--- config.mk ---
export PLATFORM = sky130hd
export DESIGN_NAME = usbf_trn_seq
export DESIGN_NICKNAME = d
export VERILOG_FILES = /design/src/rtl/usbf_trn_seq_pkg.sv /design/src/rtl/usbf_seq_timer.sv /design/src/rtl/usbf_trn_seq.sv
export SDC_FILE = /design/constraint.sdc
export NUM_CORES = 1
export LEC_CHECK = 0
export BUFFER_PORTS_ARGS = -buffer_cell sky130_fd_sc_hd__buf_2
export CORE_ASPECT_RATIO = 0.7
export CORE_UTILIZATION = 45
export CTS_CLUSTER_SIZE = 25
export DETAILED_ROUTE_END_ITERATION = 12
export PLACE_DENSITY = 0.74
export SYNTH_ARGS = -nofsm -noshare
export SYNTH_HDL_FRONTEND = slang
export SYNTH_SLANG_ARGS = --single-unit
--- constraint.sdc ---
create_clock -name clk -period 2.8 [get_ports clk]
set_input_delay 0.56 -clock clk [delete_from_list [all_inputs] [get_ports clk]]
set_output_delay 0.56 -clock clk [all_outputs]
set_load 0.05 [all_outputs]
--- src/rtl/usbf_trn_seq_pkg.sv ---
// Shared encodings and widths for the USB function transaction sequencer.
package usbf_trn_seq_pkg;
  localparam int unsigned NUM_EP  = 16;
  localparam int unsigned EP_W    = 4;
  localparam int unsigned FADR_W  = 7;
  localparam int unsigned TMR_W   = 8;
  localparam int unsigned STATE_W = 6;

  localparam logic [STATE_W-1:0] ST_IDLE      = 6'b000001;
  localparam logic [STATE_W-1:0] ST_WAIT_DATA = 6'b000010;
  localparam logic [STATE_W-1:0] ST_RX_DATA   = 6'b000100;
  localparam logic [STATE_W-1:0] ST_HS        = 6'b001000;
  localparam logic [STATE_W-1:0] ST_TX_DATA   = 6'b010000;
  localparam logic [STATE_W-1:0] ST_WAIT_ACK  = 6'b100000;

  localparam logic [1:0] HS_ACK   = 2'b00;
  localparam logic [1:0] HS_NAK   = 2'b01;
  localparam logic [1:0] HS_STALL = 2'b10;

  localparam logic [TMR_W-1:0] TO_CYCLES_DEF = 8'd60;

  // Handshake reflecting endpoint status only: halted, not ready, or ready.
  function automatic logic [1:0] hs_status(input logic stall, input logic rdy);
    if (stall) return HS_STALL;
    return rdy ? HS_ACK : HS_NAK;
  endfunction
endpackage

--- src/rtl/usbf_seq_timer.sv ---
// Bus-turnaround counter: clear has priority, counts while enabled,
// saturates at all-ones and flags the terminal count.
module usbf_seq_timer
  import usbf_trn_seq_pkg::*;
#(
  parameter logic [TMR_W-1:0] TC = TO_CYCLES_DEF - 8'd1
) (
  input  logic clk,
  input  logic rst,
  input  logic clr,
  input  logic en,
  output logic tc_c
);
  logic [TMR_W-1:0] count;

  always_ff @(posedge clk) begin
    if (!rst || clr) count <= '0;
    else if (en && (count != {TMR_W{1'b1}})) count <= count + TMR_W'(1);
  end

  assign tc_c = (count == TC);
endmodule

--- src/rtl/usbf_trn_seq.sv ---
// USB function transaction sequencer: token qualification, OUT/SETUP/IN/PING
// sequencing, per-endpoint data toggles and turnaround timeouts.
module usbf_trn_seq
  import usbf_trn_seq_pkg::*;
#(
  parameter logic [TMR_W-1:0] TO_CYCLES = TO_CYCLES_DEF
) (
  input  logic              clk,
  input  logic              rst,
  input  logic              pid_OUT,
  input  logic              pid_IN,
  input  logic              pid_SETUP,
  input  logic              pid_SOF,
  input  logic              pid_PING,
  input  logic              pid_DATA0,
  input  logic              pid_DATA1,
  input  logic              pid_ACK,
  input  logic              pid_cks_err,
  input  logic              token_valid,
  input  logic              crc5_err,
  input  logic [FADR_W-1:0] token_fadr,
  input  logic [EP_W-1:0]   token_endp,
  input  logic              rx_data_done,
  input  logic              crc16_err,
  input  logic              seq_err,
  input  logic [FADR_W-1:0] func_adr,
  input  logic [NUM_EP-1:0] ep_en,
  input  logic [NUM_EP-1:0] ep_stall,
  input  logic [NUM_EP-1:0] ep_buf_rdy,
  input  logic [NUM_EP-1:0] ep_toggle_clr,
  input  logic              hs_ack,
  input  logic              tx_data_done,
  output logic              hs_req,
  output logic [1:0]        hs_pid,
  output logic              tx_data_req,
  output logic              tx_data_pid,
  output logic [EP_W-1:0]   ep_sel,
  output logic              rx_dma_en,
  output logic              rx_commit,
  output logic              tx_commit,
  output logic              sof_det,
  output logic              to_err,
  output logic [NUM_EP-1:0] toggle
);
  logic [STATE_W-1:0] state, state_nxt;
  logic               is_setup, is_setup_nxt;
  logic               data_pid, data_pid_nxt;
  logic               hs_req_nxt, tx_data_req_nxt, tx_data_pid_nxt;
  logic [1:0]         hs_pid_nxt;
  logic [EP_W-1:0]    ep_sel_nxt;
  logic               rx_dma_en_nxt, rx_commit_nxt, tx_commit_nxt, sof_det_nxt, to_err_nxt;
  logic [NUM_EP-1:0]  toggle_nxt;
  logic               tok_ok, tgl_set, tgl_flip;
  logic               tmr_en, tmr_tc;

  assign tmr_en = (state == ST_WAIT_DATA) || (state == ST_WAIT_ACK);

  usbf_seq_timer #(.TC(TO_CYCLES - 8'd1)) u_timer (
    .clk  (clk),
    .rst  (rst),
    .clr  (!tmr_en),
    .en   (tmr_en),
    .tc_c (tmr_tc)
  );

  assign tok_ok = token_valid && !crc5_err && !pid_cks_err &&
                  (token_fadr == func_adr) && ep_en[token_endp];

  // Next-state, registered-output and toggle-bank logic.
  always_comb begin
    state_nxt       = state;
    is_setup_nxt    = is_setup;
    data_pid_nxt    = data_pid;
    hs_req_nxt      = hs_req;
    hs_pid_nxt      = hs_pid;
    tx_data_req_nxt = tx_data_req;
    tx_data_pid_nxt = tx_data_pid;
    ep_sel_nxt      = ep_sel;
    rx_commit_nxt   = 1'b0;
    tx_commit_nxt   = 1'b0;
    to_err_nxt      = 1'b0;
    tgl_set         = 1'b0;
    tgl_flip        = 1'b0;
    sof_det_nxt     = token_valid && pid_SOF && !crc5_err;

    case (state)
      ST_IDLE: begin
        if (tok_ok && (pid_OUT || pid_SETUP)) begin
          state_nxt    = ST_WAIT_DATA;
          ep_sel_nxt   = token_endp;
          is_setup_nxt = pid_SETUP;
        end else if (tok_ok && pid_IN) begin
          ep_sel_nxt = token_endp;
          if (ep_stall[token_endp] || !ep_buf_rdy[token_endp]) begin
            state_nxt  = ST_HS;
            hs_req_nxt = 1'b1;
            hs_pid_nxt = hs_status(ep_stall[token_endp], 1'b0);
          end else begin
            state_nxt       = ST_TX_DATA;
            tx_data_req_nxt = 1'b1;
            tx_data_pid_nxt = toggle[token_endp];
          end
        end else if (tok_ok && pid_PING) begin
          state_nxt  = ST_HS;
          ep_sel_nxt = token_endp;
          hs_req_nxt = 1'b1;
          hs_pid_nxt = hs_status(ep_stall[token_endp], ep_buf_rdy[token_endp]);
        end
      end
      ST_WAIT_DATA: begin
        // A data PID arriving on the terminal-count cycle still wins.
        if (pid_DATA0 || pid_DATA1) begin
          state_nxt    = ST_RX_DATA;
          data_pid_nxt = pid_DATA1;
        end else if (tmr_tc) begin
          state_nxt  = ST_IDLE;
          to_err_nxt = 1'b1;
        end
      end
      ST_RX_DATA: begin
        if (rx_data_done && (crc16_err || seq_err)) begin
          state_nxt = ST_IDLE;
        end else if (rx_data_done) begin
          state_nxt  = ST_HS;
          hs_req_nxt = 1'b1;
          if (is_setup) begin
            hs_pid_nxt    = HS_ACK;
            rx_commit_nxt = 1'b1;
            tgl_set       = 1'b1;
          end else begin
            hs_pid_nxt = hs_status(ep_stall[ep_sel], ep_buf_rdy[ep_sel]);
            // Duplicate packets (toggle mismatch) are ACKed but discarded.
            if (!ep_stall[ep_sel] && ep_buf_rdy[ep_sel] && (data_pid == toggle[ep_sel])) begin
              rx_commit_nxt = 1'b1;
              tgl_flip      = 1'b1;
            end
          end
        end
      end
      ST_HS: begin
        if (hs_ack) begin
          state_nxt  = ST_IDLE;
          hs_req_nxt = 1'b0;
        end
      end
      ST_TX_DATA: begin
        if (tx_data_done) begin
          state_nxt       = ST_WAIT_ACK;
          tx_data_req_nxt = 1'b0;
        end
      end
      ST_WAIT_ACK: begin
        if (token_valid && pid_ACK) begin
          state_nxt     = ST_IDLE;
          tx_commit_nxt = 1'b1;
          tgl_flip      = 1'b1;
        end else if (tmr_tc) begin
          state_nxt  = ST_IDLE;
          to_err_nxt = 1'b1;
        end
      end
      default: begin
        state_nxt       = ST_IDLE;
        hs_req_nxt      = 1'b0;
        tx_data_req_nxt = 1'b0;
      end
    endcase

    rx_dma_en_nxt = (state_nxt == ST_WAIT_DATA) || (state_nxt == ST_RX_DATA);

    toggle_nxt = toggle;
    for (int i = 0; i < NUM_EP; i++) begin
      if (ep_toggle_clr[i]) toggle_nxt[i] = 1'b0;
      else if ((ep_sel == EP_W'(i)) && tgl_set) toggle_nxt[i] = 1'b1;
      else if ((ep_sel == EP_W'(i)) && tgl_flip) toggle_nxt[i] = ~toggle[i];
    end
  end

  always_ff @(posedge clk) begin
    if (!rst) begin
      state       <= ST_IDLE;
      is_setup    <= 1'b0;
      data_pid    <= 1'b0;
      hs_req      <= 1'b0;
      hs_pid      <= 2'b00;
      tx_data_req <= 1'b0;
      tx_data_pid <= 1'b0;
      ep_sel      <= '0;
      rx_dma_en   <= 1'b0;
      rx_commit   <= 1'b0;
      tx_commit   <= 1'b0;
      sof_det     <= 1'b0;
      to_err      <= 1'b0;
      toggle      <= '0;
    end else begin
      state       <= state_nxt;
      is_setup    <= is_setup_nxt;
      data_pid    <= data_pid_nxt;
      hs_req      <= hs_req_nxt;
      hs_pid      <= hs_pid_nxt;
      tx_data_req <= tx_data_req_nxt;
      tx_data_pid <= tx_data_pid_nxt;
      ep_sel      <= ep_sel_nxt;
      rx_dma_en   <= rx_dma_en_nxt;
      rx_commit   <= rx_commit_nxt;
      tx_commit   <= tx_commit_nxt;
      sof_det     <= sof_det_nxt;
      to_err      <= to_err_nxt;
      toggle      <= toggle_nxt;
    end
  end
endmodule

==> results of run 1 <==
where the power goes:
part           switching [mW]  internal (mW)
logic                   0.103          0.118
registers            0.000288          0.655
clock network           0.254          0.441
total                   0.358           1.21
flip-flops by register name, indices dropped and copies added, names as in the netlist:
| name | flops |
|---|---|
| toggle | 16 |
| u_timer.count | 8 |
| state | 6 |
| ep_sel | 4 |
| hs_pid | 2 |
| data_pid | 1 |
| hs_req | 1 |
| is_setup | 1 |
| rx_commit | 1 |
| rx_dma_en | 1 |
| sof_det | 1 |
| to_err | 1 |
| tx_commit | 1 |
| tx_data_pid | 1 |
| tx_data_req | 1 |
cell type report:
cell class                 instances  area (sq um)
sequential                        46           921
multi-input combinational        311          2520
tap                               98           123
clock buffer                       6           139
inverter                           5          18.8
fill                             665          2950
clock inverter                     1          30.0
timing repair buffer             149           808
cell families after synthesis:
group           count (synthesis)  synth area share, %
mux                            41                 21.1
simple gates                  160                 23.3
xor+xnor                       11                 2.68
flops                          46                 25.6
buf+inv                        29                 4.32
fa+ha+maj                       1                0.348
compound gates                 98                 22.6
cells in the final DEF, fill, tap and decap left out, types with 3 or more instances in the layout:
cell type | Yosys | final
buf_2 | 8 | 129
nand2_1 | 49 | 49
dfxtp_1 | 46 | 46
nor2_1 | 33 | 33
mux4_2 | 25 | 25
o21ai_0 | 22 | 22
buf_4 | 1 | 19
a211oi_1 | 17 | 17
mux2i_1 | 13 | 13
o41ai_2 | 10 | 11
xor2_1 | 11 | 11
nor2b_1 | 10 | 10
nand4_1 | 10 | 10
nand3_1 | 10 | 10
a21oi_1 | 9 | 9
a22oi_1 | 7 | 7
nor3_1 | 7 | 7
o21ai_1 | 7 | 7
and2_1 | 6 | 6
inv_1 | 5 | 5
nor4_1 | 5 | 5
o41ai_1 | 6 | 5
clkbuf_16 | 0 | 5
nand2b_1 | 4 | 4
or2_2 | 3 | 3
or3_1 | 3 | 3
worst min path at each step:
stage                     cells after the start                to  slack, ns
after floorplan                               2  u_timer.count[7]       0.47
after global placement                        2         hs_pid[0]       0.45
after detailed placement                      2         hs_pid[0]       0.46
after CTS                                     2         hs_pid[0]       0.47
after global routing                          2        toggle[12]       0.47
final                                         2         hs_pid[0]       0.47
timing repair:
item                       in CTS  in global routing
hold buffers                    0                  0
setup endpoints to repair       0                 15
buffers inserted                0                  1
resized for setup               0                  1
per-layer routing:
metal / wire length (microns) / global-route usage (%) / up-vias
li1: - / - / 1764
met1: 4790 / 36.0 / 1814
met2: 4880 / 41.8 / 178
met3: 979 / 5.02 / 13
met4: 135 / 6.89 / 0
met5: 0 / 0 / -
per-stage QoR:
step / cell area, sq um / power, mW / hold slack, ns / util, %
after detailed placement: 4370 / 0.891 / 0.457 / 58.1
final: 4560 / 1.57 / 0.467 / 60.7
after global placement: 4370 / 0.886 / 0.453 / 58.1
after global routing: 4560 / 1.62 / 0.472 / 60.7
after floorplan: 3590 / 0.784 / 0.466 / -
after CTS: 4540 / 1.58 / 0.468 / 60.4
worst max-delay path, stage by stage (launching register included):
cell and delay, ns:
dfxtp_1 0.49, mux4_2 0.58, or4b_1 0.48, nand2_1 0.12, nor4_2 0.08, nand4b_4 0.35
o21ai_0 0.32, o41ai_2 0.12
==> results_dict.tcl, run 1 <==
set metrics [dict create \
    status "complete, no violations" \
    syn-num-nets 487 \
    io_pins 130 \
    synth_seq_cells 46 \
    antenna_found_initial 0 \
    synthArstFlopShare_pct 0 \
    core-area_sq_mm 0.00751 \
    dp.cells 608 \
    hp-class "reg -> reg" \
    synth_warnings 0 \
    cts_buffers 5 \
    drt-wirelength-per-cell_microns 17.5 \
    netlist_instances 386 \
    p_per_area_mw_per_mm2 344 \
    start_kind "flip-flop" \
    final_antenna_net_count 0 \
    grt_overflow 0 \
    drt_iter0_markers 297 \
    crit_start "ep_sel[1]" \
    numClockSinks 46 \
    diodes 0 \
    critPathKind "reg -> reg" \
    cts.path.max_buffers 2 \
    max_freq_mhz 375 \
    hold_path_startpoint "hs_pid[0]" \
    clk_pin_slew_ns 0.06 \
    clockRootBuffer "clkbuf_16" \
    ir_drop_v 0.000243 \
    reg2reg_to "toggle[14]" \
    grt_pass1_vias 3577 \
    fin_nets 619 \
    synth_top_area_share_pct 25.6 \
    hold_viol 0 \
    maxSlewViolCount 0 \
    routed_wl_mm 10.8 \
    cts_htree_levels 2 \
    via_per_inst 6.12 \
    fin_ws_ns 0.135 \
    vias 3769 \
    place_ws_ns 0.0956 \
    insertion_delay_ns 0.29 \
    leakagePower_nw 1.91 \
    fin_cells 616 \
    crit_path_end_kind "flip-flop" \
    grt_max_degree 26 \
    drt_first_pass_iters 5 \
    port_buffers 129 \
    ys.flop_type "dfxtp_1" \
    period_share_pct 95.2 \
    grtUsageTotal_pct 26.2 \
    period_needed_ns 2.66 \
    ys_types 65 \
    crit_end "toggle[14]" \
    timing.rr.start "ep_sel[1]" \
    drive_gt1_share_pct 40.3 \
    worstRegToRegCells 7 \
    ys_seq_area_share_pct 25.6 \
    ys_top_cells_by_area "dfxtp_1 (26%), mux4_2 (16%), nand2_1 (5.1%)" \
    crit_fanout 16 \
    final.setup.tns_ns 0 \
    synth_edf_count 0 \
    max-cap-violations 0 \
    rows 26 \
    rsz0062_at_grt "false" \
    reg2reg_slack_ns 0.14 \
    route.detailed.drc 0 \
    fin_skew_ns 0.00352 \
    syn_area_per_cell_sq_um 9.31 \
    dp_hpwl_mm 8.63 \
    synthToLayoutAreaGrowth_pct 27.0 \
    syn_area_sq_mm 0.00359 \
    yosys-top-cells-count "nand2_1 (49), dfxtp_1 (46), nor2_1 (33)" \
    setup_viol 0 \
    dieArea_sq_mm 0.00835 \
    die_w_microns 109 \
    cp_data_arrival_time_ns 2.83 \
    grt_pass1_wl_mm 17.1 \
    start_util_pct 47.8 \
    gpl.final_weighted_congestion 0.871 \
    worst_pin_slew_ns 0.650 \
    critPathRequiredTime_ns 2.97 \
    post-synth-top-area-cell "dfxtp_1" \
    yosysMostFrequentCell "nand2_1" \
    max_slew_margin_pct 56.5 \
    die-height_microns 76.8 \
    cts_tree "yes" \
]
Power figures use the tool's default switching activity.
==> run 2: changes to the inputs <==
==> constraint.sdc (replaced) <==
create_clock -name clk -period 2.6 [get_ports clk]
set_input_delay 0.52 -clock clk [delete_from_list [all_inputs] [get_ports clk]]
set_output_delay 0.52 -clock clk [all_outputs]
set_load 0.05 [all_outputs]
==> run 2 against run 1 <==
Compared with the run above: worst setup slack got worse by 0.064 ns; routed wire length grew 2.9%; critical endpoint is now toggle[10]; worst hold slack got worse by 0.029 ns; sequential power grew 7.5%; sequential share of layout area down 0.34 points; design area increased by 2.4%; critical path depth rose by 2; non-clock buffer count increased by 12.
==> results_dict.tcl, run 2 (synthesis results as in run 1) <==
set metrics [dict create \
    status "complete, no violations" \
    grt_max_degree 26 \
    synthToLayoutAreaGrowth_pct 30.1 \
    grt_pass1_vias 3612 \
    drt_first_pass_iters 5 \
    max_flop_register "toggle" \
    final_cell_mix "buf_2 (129), nand2_1 (49), dfxtp_1 (43), nor2_1 (33), buf_4 (29)" \
    via_per_inst 6.07 \
    routed_wl_mm 11.1 \
    largest_reg_flops 16 \
    route.detailed.drc 0 \
    drt-wirelength-per-cell_microns 17.7 \
    insertion_delay_ns 0.29 \
    diodes 0 \
    dp_hpwl_mm 8.81 \
    hold_viol 0 \
    critPathRequiredTime_ns 2.78 \
    drt_iter0_markers 294 \
    cts_htree_levels 2 \
    rsz0062_at_grt "false" \
    dp.cells 620 \
    path_delay_family "simple AND/OR/NAND/NOR gates" \
    crit_path_end_kind "flip-flop" \
    cp_data_arrival_time_ns 2.71 \
    ir_drop_v 0.000248 \
    max_freq_mhz 396 \
    leakagePower_nw 1.99 \
    final_antenna_net_count 0 \
    setup_viol 0 \
    critPathKind "reg -> reg" \
    port_buffers 129 \
    cts.path.max_buffers 2 \
    reg2reg_slack_ns 0.07 \
    final-seq-area_sq_um 927 \
    worst_pin_slew_ns 0.638 \
    critical_path_buf_inv_count 2 \
    mostFrequentLayoutCell "buf_2" \
    path_cells "mux4_2, or4b_1, nand2_1, nor4_2, buf_4, o21bai_4, a31oi_4, buf_12, o41ai_1" \
    drive_gt1_share_pct 42.8 \
    period_needed_ns 2.53 \
    max-cap-violations 0 \
    hp-class "in -> reg" \
    grt_overflow 0 \
    nFillCells 635 \
    dieArea_sq_mm 0.00835 \
    grt_pass1_wl_mm 17.6 \
    period_share_pct 97.2 \
    cts_buffers 5 \
    slowest_delay_ns 0.52 \
    fin_nets 631 \
    cp_slowest_cell "mux4_2" \
    core-area_sq_mm 0.00751 \
    clk_pin_slew_ns 0.06 \
    vias 3815 \
    start_util_pct 47.8 \
    grtUsageTotal_pct 26.9 \
    io_pins 130 \
    p_per_area_mw_per_mm2 336 \
    clockRootBuffer "clkbuf_16" \
    die-height_microns 76.8 \
    cts_tree "yes" \
    rows 26 \
    max_slew_margin_pct 57.2 \
    crit_fanout 16 \
    multi_input_area_sq_mm 0.00255 \
    p_total_mw 1.57 \
    start_kind "flip-flop" \
    fin_cells 628 \
    antenna_found_initial 0 \
    reg_top3 "toggle (16), u_timer.count (8), state (6)" \
    maxSlewViolCount 0 \
    gpl.final_weighted_congestion 0.928 \
    numClockSinks 46 \
    die_w_microns 109 \
    fin_skew_ns 0.00166 \
]
[run 2: cell count changes in the layout (fill, tap and decap cells not counted), sizes merged]
| cell | delta |
|---|---|
| buf | +12 |
| clkinv | +2 |
| bufinv | -1 |
| clkbuf | -1 |
[run 2: worst reg2reg max path: stages (launching register included)]
cell	delay [ns]
dfxtp_2	0.36
mux4_2	0.52
or4b_1	0.47
nand2_1	0.09
nor4_2	0.06
buf_4	0.16
o21bai_4	0.16
a31oi_4	0.11
buf_12	0.18
o41ai_1	0.31
[run 2: final cells by class]
type | count | area share, %
Timing Repair Buffer | 161 | 19.8
Inverter | 5 | 0.402
Clock inverter | 2 | 0.214
Clock buffer | 5 | 2.68
Sequential cell | 46 | 19.8
Tap cell | 98 | 2.62
Multi-Input combinational cell | 311 | 54.5
[run 2: power breakdown]
group,switching [mW],internal [mW],leakage (nW),total (mW)
clock,0.266,0.347,0.0694,0.614
combinational,0.115,0.136,1.55,0.252
sequential,0.000369,0.704,0.372,0.704
total,0.382,1.19,1.99,1.57
[run 2: metal layers]
layer  up-vias  share of wire [%]  GRT usage [%]
met2       202                 46           43.0
met4         0               0.89           5.27
li1       1786                  -              -
met5         -                  0              0
met3        12                9.4           4.51
met1      1815                 43           38.1
[run 2: worst paths after layout]
| check | startpoint | endpoint | cells after the start |
|---|---|---|---|
| setup / recovery | ep_sel[1] | toggle[10] | 9 |
| hold / removal | ep_toggle_clr[11] | toggle[11] | 2 |
| setup reg to reg | ep_sel[1] | toggle[10] | 9 |
| hold reg to reg | hs_req | hs_req | 2 |
[run 2: timing repair]
| action | CTS | global route |
|---|---|---|
| setup buffers | 1 | 0 |
| cloned | 0 | 0 |
| pin swaps | 1 | 0 |
| gates resized for setup | 1 | 6 |
| hold buffers | 0 | 0 |
| endpoints found under the setup margin | 15 | 4 |
[run 2: per-stage QoR]
stage	area (sq um)	setup slack, ns	util (%)	hold WS [ns]	TNS, ns
2_1_floorplan	3600	0.0273	-	0.466	0
3_3_place_gp	4490	-0.0166	59.7	0.446	-0.0168
6_report	4670	0.0717	62.2	0.438	0
3_5_place_dp	4490	-0.0721	59.7	0.448	-0.203
5_1_grt	4670	0.00237	62.2	0.449	0
4_1_cts	4650	0.0389	61.9	0.434	0
==> run 3: changes to the inputs <==
--- a/config.mk
+++ b/config.mk
@@ -7,10 +7,11 @@
 export LEC_CHECK = 0
 export BUFFER_PORTS_ARGS = -buffer_cell sky130_fd_sc_hd__buf_2
 export CORE_ASPECT_RATIO = 0.7
-export CORE_UTILIZATION = 45
+export CORE_UTILIZATION = 51
 export CTS_CLUSTER_SIZE = 25
 export DETAILED_ROUTE_END_ITERATION = 12
-export PLACE_DENSITY = 0.74
+export PLACE_DENSITY = 0.81
 export SYNTH_ARGS = -nofsm -noshare
 export SYNTH_HDL_FRONTEND = slang
+export SYNTH_HIERARCHICAL = 1
 export SYNTH_SLANG_ARGS = --single-unit
==> run 3 against run 2 <==
Compared with the run above: the flow now finishes with violations (negative setup slack); register-to-register slack lost 0.16 ns; global-route usage rose by 5.7 points; combinational power is 6% higher; critical path depth rose by 1; count of clock-buffer cells in the layout is 2 higher; worst hold slack lost 0.012 ns; worst setup slack worse by 0.16 ns; sequential power barely moved; maximum frequency decreased by 5.9%; via count is 13% higher; critical path type unchanged; largest power group unchanged.
==> results_dict.tcl, run 3 <==
set metrics [dict create \
    reg2reg_slack_ns -0.09 \
    status "finished, violations left" \
    cts_hold_buf 0 \
    max-cap-violations 0 \
    synthArstFlopShare_pct 0 \
    final_cell_mix "buf_2 (129), buf_4 (52), dfxtp_1 (44), nor2_1 (27), nand3_1 (27)" \
    start_util_pct 53.8 \
    max_flop_register "toggle" \
    hp-class "in -> reg" \
    dp_hpwl_mm 9.43 \
    routed_wl_mm 13.0 \
    fin_skew_ns 0.00859 \
    synth_edf_count 0 \
    ir_drop_v 0.000271 \
    violations "negative setup slack" \
    drt_first_pass_iters 5 \
    via_per_inst 6.47 \
    hold_depth 2 \
    syn_area_sq_mm 0.00370 \
    cp_data_arrival_time_ns 2.88 \
    grt_pass1_wl_mm 19.4 \
    ys_types 63 \
    p_total_mw 1.48 \
    leakagePower_nw 2.13 \
    setup_viol 16 \
    clk_pin_slew_ns 0.09 \
    synth_seq_cells 46 \
    crit_path_frequent_cell "buf_6" \
    nFillCells 518 \
    cts_buffers 5 \
    core-area_sq_mm 0.00688 \
    io_pins 130 \
    finalInstanceArea_sq_mm 0.00506 \
    timing.rr.start "ep_sel[0]" \
    ys_seq_area_share_pct 24.9 \
    vias 4306 \
    rsz0062_at_grt "true" \
    drive_gt1_share_pct 45.3 \
    die_w_microns 104 \
    grt_pass1_vias 3994 \
    antenna_found_initial 0 \
    syn_area_per_cell_sq_um 9.08 \
    gpl.final_weighted_congestion 1.01 \
    hold_viol 0 \
    critPathRequiredTime_ns 2.80 \
    synthToLayoutAreaGrowth_pct 36.6 \
    path_cells "buf_6, buf_6, mux4_2, a221oi_4, buf_4, buf_4, nand3_2, buf_6, o21a_1, a31o_2" \
    p_per_area_mw_per_mm2 293 \
    crit_end "toggle[1]" \
    place_ws_ns -0.147 \
    grtUsageTotal_pct 32.6 \
    cts.path.max_buffers 2 \
    fin_nets 673 \
    post-synth-top-area-cell "dfxtp_1" \
    cp_slowest_cell "mux4_2" \
    synth_top_area_share_pct 24.9 \
    grt_overflow 0 \
    diodes 0 \
    drt_iter0_markers 434 \
    worst_pin_slew_ns 0.627 \
    drt-wirelength-per-cell_microns 19.5 \
    yosys-top-cells-count "dfxtp_1 (46), nand3_1 (28), nor2_1 (27)" \
    port_buffers 129 \
    crit_start "ep_sel[0]" \
    ys_top_cells_by_area "dfxtp_1 (25%), mux4_2 (12%), mux4_1 (7.1%)" \
    slowest_delay_ns 0.56 \
    start_kind "flip-flop" \
    cts_tree "yes" \
    die-height_microns 73.3 \
    route.detailed.drc 0 \
    largest_reg_flops 16 \
    critPathKind "reg -> reg" \
    maxSlewViolCount 0 \
    ys.flop_type "dfxtp_1" \
    insertion_delay_ns 0.30 \
    reg2reg_to "toggle[1]" \
    numClockSinks 46 \
    cts_htree_levels 2 \
    syn-num-nets 510 \
    fin_ws_ns -0.0854 \
    netlist_instances 408 \
    holdWs_ns 0.426 \
    grt_max_degree 18 \
    reg_top3 "toggle (16), u_timer/count (8), state (6)" \
    crit_path_end_kind "flip-flop" \
    period_needed_ns 2.69 \
    max_freq_mhz 372 \
    mostFrequentLayoutCell "buf_2" \
    max_slew_margin_pct 58.1 \
    utilization_pct 73.5 \
    clockRootBuffer "clkbuf_8" \
    crit_fanout 8 \
    worstRegToRegCells 10 \
    place_area_sq_mm 0.00472 \
    rows 25 \
    yosysMostFrequentCell "dfxtp_1" \
    period_share_pct 103 \
    synth_warnings 6 \
    dieArea_sq_mm 0.00761 \
    final_antenna_net_count 0 \
]
==> run 3: cell count changes after synthesis, sizes merged, moves of 8 or more <==
cell,change
nand2,-26
nand3,+19
a31oi,+16
nand3b,+16
o21ai,-14
a211oi,-12
clkbuf,+12
xor2,-11
nor3,+8
xnor2,+8
==> run 3: power by group <==
part	internal (mW)	total [mW]	leakage (nW)	switching, mW
clock network	0.249	0.510	0.0496	0.261
registers	0.703	0.704	0.372	0.000268
logic	0.141	0.267	1.71	0.127
total	1.09	1.48	2.13	0.388
==> run 3: metal layers <==
metal	GRT usage [%]	routed length (microns)	vias up
li1	-	-	1935
met2	54.4	6030	311
met5	0	0	-
met3	6.83	1340	48
met4	10.0	360	0
met1	43.2	5250	2012
==> run 3: layout make-up <==
type | count | area (sq um) | area share [%]
Clock buffer | 7 | 97.6 | 1.93
Clock inverter | 1 | 7.51 | 0.148
Inverter | 10 | 37.5 | 0.742
Multi-Input combinational cell | 323 | 2790 | 55.0
Sequential cell | 46 | 926 | 18.3
Tap cell | 94 | 118 | 2.32
Timing Repair Buffer | 185 | 1090 | 21.5
==> run 3: metrics by stage <==
| step | setup TNS [ns] | instances |
|---|---|---|
| after global routing | -1.97 | 666 |
| final | -0.808 | 666 |
| after detailed placement | -0.987 | 651 |
| after global placement | -0.443 | 651 |
| after floorplan | -0.187 | 408 |
| after CTS | -0.601 | 665 |
==> run 3: worst max-delay path: cells and delay by family, from the launching register on <==
kind,cells,cell delay (ns)
AOI/OAI and AO/OA,3,0.75
buffers and inverters,5,0.74
DFF,1,0.43
muxes,1,0.56
and+or+nand+nor,1,0.09
==> run 3: worst min path at each step <==
| stage | start | end | slack, ns |
|---|---|---|---|
| floorplan | is_setup | is_setup | 0.47 |
| global placement | tx_data_pid | tx_data_pid | 0.47 |
| detailed placement | tx_data_pid | tx_data_pid | 0.48 |
| CTS | ep_toggle_clr[12] | toggle[12] | 0.42 |
| global route | ep_toggle_clr[12] | toggle[12] | 0.44 |
| finish | ep_toggle_clr[12] | toggle[12] | 0.43 |
==> run 3: kinds of logic after synthesis <==
group / Yosys count / synth area share (%)
and+or+nand+nor: 171 / 25.7
AOI/OAI and AO/OA: 102 / 20.4
DFF: 46 / 24.9
muxes: 40 / 22.0
buffers and inverters: 39 / 4.29
xor gates and xnor gates: 8 / 2.09
adders and majority gates: 2 / 0.675
==> run 3: timing repair <==
action | 4_1_cts | 5_1_grt
endpoints found under the hold margin | 0 | 0
gates cloned | 0 | 1
pin swaps | 9 | 8
buffers inserted | 6 | 0
resized for setup | 16 | 33
endpoints found under the setup margin | 12 | 17
